--- config.mk ---
export PLATFORM = sky130hd
export DESIGN_NAME = param_select_mux
export DESIGN_NICKNAME = d
export VERILOG_FILES = /design/src/rtl/param_select_mux.sv
export SDC_FILE = /design/constraint.sdc
export NUM_CORES = 1
export LEC_CHECK = 0
export BUFFER_PORTS_ARGS = -buffer_cell sky130_fd_sc_hd__buf_2
export CAP_MARGIN = 0
export CORE_AREA = 8 8 45 47
export DETAILED_ROUTE_END_ITERATION = 7
export DIE_AREA = 0 0 53 55
export GPL_ROUTABILITY_DRIVEN = 0
export PLACE_DENSITY = 0.62
export SYNTH_ARGS = -nofsm -noshare
export SYNTH_HDL_FRONTEND = slang
export SYNTH_SLANG_ARGS = --single-unit
--- constraint.sdc ---
create_clock -name clk -period 1 [get_ports clk]
set_input_delay 0.2 -clock clk [delete_from_list [all_inputs] [get_ports clk]]
set_output_delay 0.2 -clock clk [all_outputs]
set_load 0.02 [all_outputs]
--- src/rtl/param_select_mux.sv ---
// param_select_mux: registered N-lane select stage with explicit or round-robin
// lane choice behind a valid/ready output register.
module param_select_mux #(
    parameter int WIDTH = 4,
    parameter int CHANNELS = 2,
    localparam int SEL_W = $clog2(CHANNELS)
) (
    input  logic                      clk,
    input  logic                      rst_n,
    input  logic [CHANNELS*WIDTH-1:0] In,
    input  logic [SEL_W-1:0]          S,
    input  logic                      Mode,
    input  logic                      In_valid,
    output logic                      In_ready,
    output logic [WIDTH-1:0]          Out,
    output logic [SEL_W-1:0]          Sel_out,
    output logic                      Out_valid,
    input  logic                      Out_ready
);
    logic [SEL_W-1:0] rr_ptr, rr_next, sel;
    logic [WIDTH-1:0] lane;
    logic             accept;

    assign In_ready = !Out_valid || Out_ready;
    assign accept   = In_valid && In_ready;
    assign sel      = Mode ? rr_ptr : S;
    assign rr_next  = (int'(rr_ptr) == CHANNELS - 1) ? '0 : rr_ptr + 1'b1;

    // Selects past the last lane exist only for non-power-of-2 lane counts.
    always_comb lane = (int'(sel) < CHANNELS) ? In[int'(sel)*WIDTH +: WIDTH] : '0;

    always_ff @(posedge clk) begin
        if (!rst_n) begin
            Out       <= '0;
            Sel_out   <= '0;
            Out_valid <= 1'b0;
            rr_ptr    <= '0;
        end else if (accept) begin
            Out       <= lane;
            Sel_out   <= sel;
            Out_valid <= 1'b1;
            if (Mode) rr_ptr <= rr_next;
        end else if (Out_ready) begin
            Out_valid <= 1'b0;
        end
    end
endmodule

==> run_results.csv <==
group,metric,value,unit
die,die_area,2920,um^2
setup_path,path_max_fanout,7,
die,io-pin-count,21,
die,start_util,23.3,%
timing,finClkSkew,0.0000913,ns
placement,io_buffer_count,20,
setup_path,ff2ff_path_depth,3,
setup_path,r2r-start,"rr_ptr$_SDFFE_PN0P_",
yosys,yosysSeqAreaShare,43.4,%
global_routing,grt_pass1_vias,367,
setup_path,critical_path.endpoint,"In_ready",
timing,hold-worst-slack,0.256,ns
yosys,syn_nets,47,
outcome,status,"finished, violations left",
setup_path,cp_slowest_stage_delay,0.34,ns
die,die_w,53,um
global_routing,grt_pass1_wl,1.39,mm
timing,relSlewSlack,80.8,%
pwr,vdd_drop_max,435,uV
setup_path,crit_slowest_cell,"dfxtp_4",
timing,setup_ws,-0.0142,ns
die,core-area,1380,um^2
setup_path,r2r-end,"Out[2]$_SDFFE_PN0P_",
cells_and_area,area_delta_synth_final,65.5,%
routing,wire_per_inst,11.7,um
cells_and_area,antenna_cells,0,
timing,hold_viol_final,0,
yosys,ys_seq_elements,7,
timing,rsz0062_at_grt,"true",
clock_network,htree_levels,1,
routing,postRouteWirelength,913,um
timing,worstMarginPinSlew,0.283,ns
clock_network,cts_tree,"done",
cells_and_area,fin_nets,77,
setup_path,end_kind,"output pin",
routing,dr.pass1.iters,4,
setup_path,crit_type,"flip-flop to output pin",
clock_network,cts-root-buf,"clkbuf_4",
routing,route.detailed.drc,0,
routing,viasPerCell,4.47,
timing,setup_viol,2,
timing,slew_violations,0,
timing,min_period,1.01,ns
clock_network,insertion_delay,0.25,ns
cells_and_area,final_common_cell,"buf_2",
global_routing,grt_max_degree,10,
global_routing,antenna_found_initial,0,
cells_and_area,layout-drive-gt1-share,56.5,%
yosys,syn_area,323,um^2
timing,final.period_utilization,101,%
setup_path,crit_path_start,"Out_valid$_SDFFE_PN0P_",
clock_network,clockBufferDepth,2,
setup_path,regToRegSetupSlack,-0.01,ns
yosys,synth_area_per_cell,9.78,um^2
setup_path,cp.required,0.80,ns
setup_path,path_cells,"nand2b_4, buf_6",
setup_path,start_kind,"flip-flop",
routing,routed-via-count,349,
cells_and_area,stdcell_count,78,
die,rows,14,
pwr,power,0.751,mW
yosys,synth_cell_type_count,12,
yosys,synthCells,33,
cells_and_area,mostFrequentLayoutCells,"19 x buf_2, 7 x a21oi_1, 7 x buf_4, 5 x dfxtp_1, 5 x a211oi_1",
die,die_h,55,um
global_routing,overflow,0,
outcome,violations,"setup timing",
placement,place_inst,71,
timing,tns,-0.0205,ns
job,max-cap-violations,0,
routing,final_antenna_net_count,0,
cells_and_area,nFillCells,152,
clock_network,clkSlewWorstSetupHoldPaths,0.05,ns
setup_path,worstPathArrival,0.81,ns
clock_network,cts.sinks,7,
global_routing,grt_usage,6.73,%
pwr,p_leak,0.270,nW
routing,drt-initial-drc-count,4,
clock_network,numCtsBuffers,3,
yosys,yosysWarnings,0,
pwr,powerDensity,1410,nW/um^2
timing,max_freq,0.986,GHz
min_path,hold_path.class,"primary input to flip-flop",
## critical path: cells and delay by family (launching register included)
kind                   cells  cell delay [ns]
and+or+nand+nor            1             0.10
DFF                        1             0.34
buffers and inverters      1             0.12
## how the worst min path moves through the flow
stage,startpoint,cells after the start,to,slack (ns)
detailed placement,Out[1]$_SDFFE_PN0P_,2,Out[1]$_SDFFE_PN0P_,0.51
CTS,In_valid,3,Out_valid$_SDFFE_PN0P_,0.25
global placement,Out[1]$_SDFFE_PN0P_,2,Out[1]$_SDFFE_PN0P_,0.51
finish,In_valid,3,Out_valid$_SDFFE_PN0P_,0.26
global route,In_valid,3,Out_valid$_SDFFE_PN0P_,0.27
floorplan,Mode,2,rr_ptr$_SDFFE_PN0P_,0.37
## synth_stat cells
| cell type | instances | area, um^2 |
|---|---|---|
| a211oi_1 | 5 | 37.5 |
| a21oi_1 | 7 | 35.0 |
| a31o_1 | 1 | 8.76 |
| and2_1 | 1 | 6.26 |
| buf_2 | 1 | 5.00 |
| clkbuf_1 | 1 | 3.75 |
| dfxtp_1 | 7 | 140 |
| inv_1 | 3 | 11.3 |
| mux2i_1 | 4 | 40.0 |
| mux2i_4 | 1 | 22.5 |
| nand2b_1 | 1 | 6.26 |
| nand4_1 | 1 | 6.26 |
## metal layers
metal	vias up	track usage (%)	wire [um]
met1	154	6.55	392
li1	180	-	-
met2	15	10.4	441
met5	-	0	0
met3	0	2.41	79
met4	0	7.76	0
## cell type report
class	count	area [um^2]	share of cell area, %
Tap cell	16	20.0	3.75
Sequential cell	7	145	27.2
Clock buffer	4	26.3	4.92
Inverter	3	11.3	2.11
Multi-Input combinational cell	21	173	32.3
Timing Repair Buffer	27	159	29.7
## where the power goes
| part | switching, mW | leakage (nW) | internal, mW |
|---|---|---|---|
| logic | 0.0909 | 0.196 | 0.0934 |
| clock network | 0.100 | 0.0150 | 0.152 |
| registers | 0.0127 | 0.0590 | 0.302 |
| total | 0.204 | 0.270 | 0.547 |
## through the flow
step	setup WS, ns	utilization (%)	instance area (um^2)
after floorplan	0.0146	-	335
after global placement	-0.0916	34.0	470
after detailed placement	-0.129	34.0	470
after CTS	-0.0387	37.5	519
after global routing	-0.0774	38.6	534
final	-0.0142	38.6	534
## registers in the layout (all words and copies together), names as in the netlist
register and count:
rr_ptr 1, Out_valid 1, Sel_out 1, Out 4
## kinds of logic after synthesis
| family | Yosys count | share of synthesized area, % |
|---|---|---|
| AOI/OAI and AO/OA | 13 | 25.2 |
| buffers and inverters | 5 | 6.20 |
| DFF | 7 | 43.4 |
| muxes | 5 | 19.4 |
| and+or+nand+nor | 3 | 5.82 |
## what timing repair did
item / 4_1_cts / 5_1_grt
gates resized for setup: 5 / 0
pin swaps: 4 / 0
buffers inserted: 1 / 2
hold buffers: 0 / 0
endpoints found under the setup margin: 6 / 5
Power figures use the tool's default switching activity.
